--- src/rtl/enc_pkg.sv ---
// Shared definitions for the streaming 3-round encryptor.
//   BYTE_W / WORD_W / NWORDS : datapath geometry (4 bytes per word, 4 words per block)
//   kb_of(kk)                : expands a 2-bit round key into the 8-bit whitening byte
//   rotl8(b)                 : rotate a byte left by one bit
package enc_pkg;

    localparam int BYTE_W = 8;
    localparam int WORD_W = 32;
    localparam int NWORDS = 4;

    // Whitening byte {kk, ~kk, kk, ~kk}; e.g. kk=00 -> 8'h33, kk=11 -> 8'hCC.
    function automatic logic [BYTE_W-1:0] kb_of(input logic [1:0] kk);
        return {kk, ~kk, kk, ~kk};
    endfunction

    function automatic logic [BYTE_W-1:0] rotl8(input logic [BYTE_W-1:0] b);
        return {b[BYTE_W-2:0], b[BYTE_W-1]};
    endfunction

endpackage

--- src/rtl/enc_round.sv ---
// One combinational encryption round.
//   x  [31:0] : input word, byte0 = [31:24] ... byte3 = [7:0]
//   kk [1:0]  : round key pair
//   y  [31:0] : output word
// Each byte is XORed with the whitening byte and rotated left by one; when
// kk[0] is set the bytes are additionally rotated one position toward byte0.
module enc_round
    import enc_pkg::*;
(
    input  logic [WORD_W-1:0] x,
    input  logic [1:0]        kk,
    output logic [WORD_W-1:0] y
);

    logic [BYTE_W-1:0] kb_s;
    logic [BYTE_W-1:0] t0_s;
    logic [BYTE_W-1:0] t1_s;
    logic [BYTE_W-1:0] t2_s;
    logic [BYTE_W-1:0] t3_s;

    // Byte whitening, bit rotation and optional byte permutation.
    always_comb begin
        kb_s = kb_of(kk);
        t0_s = rotl8(x[31:24] ^ kb_s);
        t1_s = rotl8(x[23:16] ^ kb_s);
        t2_s = rotl8(x[15:8]  ^ kb_s);
        t3_s = rotl8(x[7:0]   ^ kb_s);
        if (kk[0]) begin
            y = {t1_s, t2_s, t3_s, t0_s};
        end else begin
            y = {t0_s, t1_s, t2_s, t3_s};
        end
    end

endmodule

--- src/rtl/pipelined_processor_enc_stream.sv ---
// Streaming 3-round encryptor: words enter over valid/ready, pass through three
// registered rounds (keys k9k8, k7k6, k5k4) and are packed four at a time into a
// 128-bit block presented over a valid/ready output handshake.
//   clk        : rising-edge clock
//   reset      : asynchronous active-low reset
//   Enable     : global advance; low freezes every register
//   key[9:4]   : round keys, captured together with each accepted word
//   in_valid / in_ready / in_word[31:0]     : plaintext word input
//   out_valid / out_ready / block[127:0]    : ciphertext block output, word0 = [127:96]
module pipelined_processor_enc_stream
    import enc_pkg::*;
#(
    parameter int NWORDS = enc_pkg::NWORDS
)(
    input  logic                     clk,
    input  logic                     reset,
    input  logic                     Enable,
    input  logic [9:4]               key,
    input  logic                     in_valid,
    output logic                     in_ready,
    input  logic [WORD_W-1:0]        in_word,
    output logic                     out_valid,
    input  logic                     out_ready,
    output logic [WORD_W*NWORDS-1:0] block
);

    localparam int CNT_W = $clog2(NWORDS);
    localparam logic [CNT_W-1:0] LAST_CNT = CNT_W'(NWORDS - 1);

    logic                     s1_valid_r;
    logic                     s2_valid_r;
    logic                     s3_valid_r;
    logic [WORD_W-1:0]        s1_data_r;
    logic [WORD_W-1:0]        s2_data_r;
    logic [WORD_W-1:0]        s3_data_r;
    logic [3:0]               s1_key_r;   // key[7:4] riding with the word in S1
    logic [1:0]               s2_key_r;   // key[5:4] riding with the word in S2
    logic [CNT_W-1:0]         cnt_r;
    logic                     out_valid_r;
    logic [WORD_W*NWORDS-1:0] block_r;

    logic [WORD_W-1:0]        r1_y_s;
    logic [WORD_W-1:0]        r2_y_s;
    logic [WORD_W-1:0]        r3_y_s;
    logic                     stall_s;
    logic                     adv_s;
    logic                     wr_s;
    logic                     last_s;

    enc_round u_round1 (.x(in_word),   .kk(key[9:8]),       .y(r1_y_s));
    enc_round u_round2 (.x(s1_data_r), .kk(s1_key_r[3:2]),  .y(r2_y_s));
    enc_round u_round3 (.x(s2_data_r), .kk(s2_key_r),       .y(r3_y_s));

    // Stall only when a finished block is unread and S3 has a word waiting to
    // overwrite it; bubbles in S3 never block the pipeline.
    always_comb begin
        stall_s = out_valid_r & ~out_ready & s3_valid_r;
        adv_s   = Enable & ~stall_s;
        wr_s    = adv_s & s3_valid_r;
        last_s  = wr_s & (cnt_r == LAST_CNT);
    end

    // Gated by reset so the source sees no ready while the block is held in reset.
    assign in_ready  = adv_s & reset;
    assign out_valid = out_valid_r;
    assign block     = block_r;

    // Three round registers; the key slices needed downstream travel with each word.
    always_ff @(posedge clk or negedge reset) begin
        if (!reset) begin
            s1_valid_r <= 1'b0;
            s2_valid_r <= 1'b0;
            s3_valid_r <= 1'b0;
            s1_data_r  <= {WORD_W{1'b0}};
            s2_data_r  <= {WORD_W{1'b0}};
            s3_data_r  <= {WORD_W{1'b0}};
            s1_key_r   <= 4'b0000;
            s2_key_r   <= 2'b00;
        end else if (adv_s) begin
            s1_valid_r <= in_valid;
            s1_data_r  <= r1_y_s;
            s1_key_r   <= key[7:4];
            s2_valid_r <= s1_valid_r;
            s2_data_r  <= r2_y_s;
            s2_key_r   <= s1_key_r[1:0];
            s3_valid_r <= s2_valid_r;
            s3_data_r  <= r3_y_s;
        end
    end

    // Block assembler: drops S3 words into successive slots and raises out_valid
    // on the last one; that raise wins over a same-edge handshake clear.
    always_ff @(posedge clk or negedge reset) begin
        if (!reset) begin
            cnt_r       <= {CNT_W{1'b0}};
            out_valid_r <= 1'b0;
            block_r     <= {(WORD_W*NWORDS){1'b0}};
        end else begin
            if (wr_s) begin
                for (int w = 0; w < NWORDS; w++) begin
                    if (cnt_r == CNT_W'(w)) begin
                        block_r[WORD_W*(NWORDS-1-w) +: WORD_W] <= s3_data_r;
                    end
                end
                cnt_r <= last_s ? {CNT_W{1'b0}} : cnt_r + CNT_W'(1);
            end
            if (last_s) begin
                out_valid_r <= 1'b1;
            end else if (Enable & out_valid_r & out_ready) begin
                out_valid_r <= 1'b0;
            end
        end
    end

endmodule

--- config.mk ---
export PLATFORM = sky130hd
export DESIGN_NAME = pipelined_processor_enc_stream
export DESIGN_NICKNAME = d
export VERILOG_FILES = /design/src/rtl/enc_pkg.sv /design/src/rtl/enc_round.sv /design/src/rtl/pipelined_processor_enc_stream.sv
export SDC_FILE = /design/constraint.sdc
export NUM_CORES = 1
export LEC_CHECK = 0
export CORE_MARGIN = 4
export CORE_UTILIZATION = 54
export DETAILED_ROUTE_END_ITERATION = 16
export PLACE_DENSITY_LB_ADDON = 0.3
export SLEW_MARGIN = 30
export SYNTH_ARGS = -nofsm -noshare
export SYNTH_HDL_FRONTEND = slang
export SYNTH_HIERARCHICAL = 1
export SYNTH_SLANG_ARGS = --single-unit
--- constraint.sdc ---
create_clock -name clk -period 1.7 [get_ports clk]
set_input_delay 0.17 -clock clk [delete_from_list [all_inputs] [get_ports clk]]
set_output_delay 0.17 -clock clk [all_outputs]
set_load 0.01 [all_outputs]
==> results of run 1 <==
## stage by stage
stage	util	setup WS, ns	cells	hold slack (ns)
2_1_floorplan	-	0.165	724	-0.126
3_5_place_dp	0.660	-0.336	1130	0.326
5_1_grt	0.708	0.0119	1174	0.286
6_report	0.708	0.0857	1174	0.285
3_3_place_gp	0.660	-0.325	1130	0.313
4_1_cts	0.707	0.00976	1173	0.272
## logic make-up (layout without fill, tap and decap cells)
kind of cell	Yosys count	after routing
flops	236	236
xor+xnor	48	48
compound gates	32	32
fa+ha+maj	4	4
simple gates	41	41
mux	300	300
buf+inv	63	253
## worst min path at each step
stage	start	end	slack [ns]	cells past startpoint
2_1_floorplan	reset	block[0]	-0.13	0
3_3_place_gp	reset	cnt_r[0]	0.31	2
3_5_place_dp	reset	s3_valid_r	0.33	2
4_1_cts	in_valid	s1_valid_r	0.27	2
5_1_grt	in_valid	s1_valid_r	0.29	2
6_report	in_valid	s1_valid_r	0.29	2
## power groups by stage
stage                     logic [mW]  clock network (mW)  registers, mW
after global routing            10.5                6.05           10.8
after floorplan                 4.79                   0           10.4
after global placement          9.50                   0           10.2
after detailed placement        9.86                   0           10.5
final                           9.80                5.70           10.4
after CTS                       9.95                5.82           10.4
## placed cells by master, fill, tap and decap left out, types with 3 or more instances in the layout
cell type                         count
sky130_fd_sc_hd__nand2_1             21
sky130_fd_sc_hd__clkdlybuf4s50_1    168
sky130_fd_sc_hd__nand4_1              3
sky130_fd_sc_hd__buf_4                7
sky130_fd_sc_hd__clkbuf_1             3
sky130_fd_sc_hd__nor2_1              13
sky130_fd_sc_hd__mux2_2             202
sky130_fd_sc_hd__mux2i_1             60
sky130_fd_sc_hd__clkbuf_8             4
sky130_fd_sc_hd__xnor2_1             24
sky130_fd_sc_hd__a21oi_1             12
sky130_fd_sc_hd__buf_12              14
sky130_fd_sc_hd__clkbuf_16           25
sky130_fd_sc_hd__mux2_1              38
sky130_fd_sc_hd__inv_1               16
sky130_fd_sc_hd__clkinv_2             3
sky130_fd_sc_hd__ha_1                 4
sky130_fd_sc_hd__xor2_1              24
sky130_fd_sc_hd__o21ai_0             18
sky130_fd_sc_hd__bufinv_16            5
sky130_fd_sc_hd__dfrtp_1            235
## registers in the layout, indices dropped and copies added (netlist names), 2 cells and up
signal     flops
block        128
s1_key_r       4
s3_data_r     32
cnt_r          2
s1_data_r     32
s2_data_r     32
s2_key_r       2
## Yosys cell counts, drive strengths merged
| cell | n |
|---|---|
| a21oi | 12 |
| o22a | 1 |
| xnor2 | 24 |
| nand2 | 21 |
| nand4 | 4 |
| ha | 4 |
| nand2b | 1 |
| dfrtp | 236 |
| xor2 | 24 |
| inv | 16 |
| nand3 | 1 |
| mux2i | 60 |
| o21ai | 19 |
| buf | 47 |
| nor2 | 14 |
| mux2 | 240 |
## metal layers
metal,vias to the layer above,part of all wire
met2,169,0.48
met3,40,0.048
met5,-,0
met1,3091,0.45
met4,0,0.021
li1,2873,-
## cell type report
class                   instances  area (um2)
flip-flops and latches        236        5910
fillers                      1293        5520
multi-input cells             425        4140
repair buffers                195        2070
clock buffers                  32         692
well taps                     260         325
clock inverters                10         180
inverters                      16        60.1
## timing repair
item,4_1_cts,5_1_grt
hold buffers,1,0
pin swaps,0,1
setup endpoints to repair,1,4
hold endpoints to repair,236,0
setup buffers,0,1
gates resized for setup,8,2
==> report_table.html, run 1 <==
<table>
<tr><th>Metric</th><th>Value</th></tr>
<tr><th colspan="2">Clocking</th></tr>
<tr><td>Clock transition at the register clock pins on the worst setup and hold paths after CTS</td><td>0.06 ns</td></tr>
<tr><td>Cell at the root of the clock tree</td><td>sky130_fd_sc_hd__clkbuf_16</td></tr>
<tr><td>Later-pin clock latency in the skew report</td><td>0.50 ns</td></tr>
<tr><td>CTS tree</td><td>built</td></tr>
<tr><td>Max clock buf depth</td><td>3</td></tr>
<tr><td>Depth of the CTS H-tree</td><td>1</td></tr>
<tr><td>Number of buffers created by CTS</td><td>25</td></tr>
<tr><td>Number of sinks on the clock net</td><td>236</td></tr>
<tr><th colspan="2">Worst hold path</th></tr>
<tr><td>Path category of the worst min-delay check</td><td>primary input to register</td></tr>
<tr><th colspan="2">Run</th></tr>
<tr><td>Max Cap Violations</td><td>0</td></tr>
<tr><th colspan="2">Global route</th></tr>
<tr><td>Initial antenna violation count</td><td>0</td></tr>
<tr><td>Wire length of the first global-routing pass</td><td>36100 um</td></tr>
<tr><td>All-Layer GR Usage</td><td>0.204</td></tr>
<tr><td>Met3 Resource Use GR</td><td>0.0358</td></tr>
<tr><td>Met1 capacity usage during global routing</td><td>0.279</td></tr>
<tr><td>Via count of the first global-routing pass</td><td>6702</td></tr>
<tr><td>Met2 track demand over resource in global routing</td><td>0.345</td></tr>
<tr><td>Pin count of the biggest net entering global routing</td><td>127</td></tr>
<tr><td>Grt total ovfl</td><td>0</td></tr>
<tr><td>Global route hottest layer</td><td>met2</td></tr>
<tr><th colspan="2">Route</th></tr>
<tr><td>Average vias per placed instance</td><td>5.26</td></tr>
<tr><td>Mean routed wirelength per cell</td><td>18.6 um</td></tr>
<tr><td>Post-route DRC violation count</td><td>0</td></tr>
<tr><td>Count of vias placed by the detailed router</td><td>6173</td></tr>
<tr><td>Total wire length after detailed routing</td><td>21800 um</td></tr>
<tr><td>Antenna Violating Nets Remaining</td><td>0</td></tr>
<tr><td>Violation count after the first detailed-routing iteration</td><td>257</td></tr>
<tr><td>Initial DRT Pass Iterations</td><td>4</td></tr>
<tr><th colspan="2">Yosys</th></tr>
<tr><td>Fraction of post-synthesis cell area in the top cell type by area</td><td>0.564</td></tr>
<tr><td>Post-Synthesis Cell Area</td><td>10500 um2</td></tr>
<tr><td>Syn Nets</td><td>771</td></tr>
<tr><td>Cell types occupying the most area after synthesis</td><td>sky130_fd_sc_hd__dfrtp_1, sky130_fd_sc_hd__mux2_2, sky130_fd_sc_hd__mux2i_1</td></tr>
<tr><td>Fraction of the mapped netlist area in adder cells</td><td>0.00478</td></tr>
<tr><td>Post-synthesis instance total</td><td>724</td></tr>
<tr><td>Number of distinct library cells after synthesis</td><td>22</td></tr>
<tr><td>Warnings from Yosys</td><td>6</td></tr>
<tr><td>Fraction of synthesized area in multiplexers</td><td>0.315</td></tr>
<tr><td>Dominant combinational cell family by area after synthesis</td><td>multiplexers</td></tr>
<tr><td>Cell type with the largest total area after synthesis</td><td>sky130_fd_sc_hd__dfrtp_1</td></tr>
<tr><td>Flop and latch count out of synthesis</td><td>236</td></tr>
<tr><td>Portion of the post-synthesis area used by sequential elements</td><td>0.564</td></tr>
<tr><td>Simple-gate area share of the yosys netlist</td><td>0.0166</td></tr>
<tr><td>Fraction of synthesized cell area in xor and xnor cells</td><td>0.0402</td></tr>
<tr><td>Synthesized area per cell</td><td>14.5 um2</td></tr>
<tr><td>Fraction of the mapped netlist area in compound gates</td><td>0.0167</td></tr>
<tr><th colspan="2">Timing</th></tr>
<tr><td>Actual slew at the worst max-slew pin</td><td>0.835 ns</td></tr>
<tr><td>Part of the cycle the worst path needs</td><td>0.950</td></tr>
<tr><td>Setup-violating endpoint count in the final report</td><td>0</td></tr>
<tr><td>Hold Vio Cnt, Final</td><td>0</td></tr>
<tr><td>Number of max-slew violations in the final report</td><td>0</td></tr>
<tr><td>Fin Clk Skew</td><td>0.00625 ns</td></tr>
<tr><td>Timing-limited maximum frequency</td><td>619 MHz</td></tr>
<tr><td>Slew Limit Headroom</td><td>0.443</td></tr>
<tr><td>Fin crit period</td><td>1.61 ns</td></tr>
<tr><td>Setup repair after global routing missed its margin</td><td>no</td></tr>
<tr><td>Final-layout setup total negative slack</td><td>0 ns</td></tr>
<tr><th colspan="2">Pwr</th></tr>
<tr><td>Switching power as a share of total power</td><td>0.309</td></tr>
<tr><td>Internal power component</td><td>17.9 mW</td></tr>
<tr><td>Clk network pwr share</td><td>0.220</td></tr>
<tr><td>Proportion of power drawn by flip-flops and latches</td><td>0.401</td></tr>
<tr><td>Design Power</td><td>25.9 mW</td></tr>
<tr><td>Portion of total power attributed to combinational logic</td><td>0.378</td></tr>
<tr><td>Max IR drop VDD</td><td>0.863 mV</td></tr>
<tr><td>Leakage power</td><td>5.85 nW</td></tr>
<tr><td>Power density of the placed cells</td><td>1940 nW/um2</td></tr>
<tr><td>Switching Power</td><td>8.01 mW</td></tr>
<tr><th colspan="2">Critical path</th></tr>
<tr><td>Crit path required time</td><td>1.53 ns</td></tr>
<tr><td>Crit path cell chain</td><td>clkdlybuf4s50_1</td></tr>
<tr><td>R2R depth</td><td>5</td></tr>
<tr><td>Critical path startpoint category</td><td>register</td></tr>
<tr><td>CP top delay family</td><td>buffers and inverters</td></tr>
<tr><td>Number of buffers and inverters on the critical path</td><td>1</td></tr>
<tr><td>Crit path max fanout</td><td>2</td></tr>
<tr><td>Worst setup path startpoint</td><td>block[2]</td></tr>
<tr><td>FF-to-FF setup slack</td><td>0.09 ns</td></tr>
<tr><td>Endpoint of the worst setup timing path</td><td>block[2]</td></tr>
<tr><td>Reg2reg start</td><td>out_valid</td></tr>
<tr><td>Worst-path cell with the longest stage delay</td><td>sky130_fd_sc_hd__clkdlybuf4s50_1</td></tr>
<tr><td>Setup crit end kind</td><td>output port</td></tr>
<tr><td>Number of logic stages on the critical path including buffering</td><td>1</td></tr>
<tr><td>Class of the most critical setup path</td><td>register to output port</td></tr>
<tr><td>Worst path max stage delay</td><td>0.57 ns</td></tr>
<tr><td>Worst flop-to-flop path endpoint</td><td>s1_data_r[16]</td></tr>
<tr><td>CP arrival</td><td>1.44 ns</td></tr>
<tr><th colspan="2">Floorplanning</th></tr>
<tr><td>Num rows</td><td>50</td></tr>
<tr><td>Area of the die</td><td>21700 um2</td></tr>
<tr><td>Area of the placeable core</td><td>18900 um2</td></tr>
<tr><td>Die Height</td><td>147 um</td></tr>
<tr><td>Die extent in x</td><td>147 um</td></tr>
<tr><td>Top-Level Pins</td><td>173</td></tr>
<tr><td>Initial core utilization</td><td>0.554</td></tr>
<tr><th colspan="2">Placed design</th></tr>
<tr><td>Area after DPL</td><td>12500 um2</td></tr>
<tr><td>Final HPWL from detailed placement</td><td>15400 um</td></tr>
<tr><td>Final weighted congestion of routability-driven global placement</td><td>0.755</td></tr>
<tr><td>Total of buffers placed on input and output ports</td><td>172</td></tr>
<tr><th colspan="2">Layout</th></tr>
<tr><td>Synth-to-Final Area Change</td><td>27.7%</td></tr>
<tr><td>Antenna fix cells</td><td>0</td></tr>
<tr><td>Final Instance Area</td><td>13400 um2</td></tr>
<tr><td>Fraction of layout cells with a size suffix above 1</td><td>0.296</td></tr>
<tr><td>Final nets</td><td>946</td></tr>
<tr><th colspan="2">Run status</th></tr>
<tr><td>Run status</td><td>completed</td></tr>
</table>
(Power assumes the default switching activity.)
==> run 2: changes to the inputs <==
ABC_CLOCK_PERIOD_IN_PS = 1700   (was default)
==> results of run 2 <==
Final layout, timing and power as in run 1 (identical DEF).
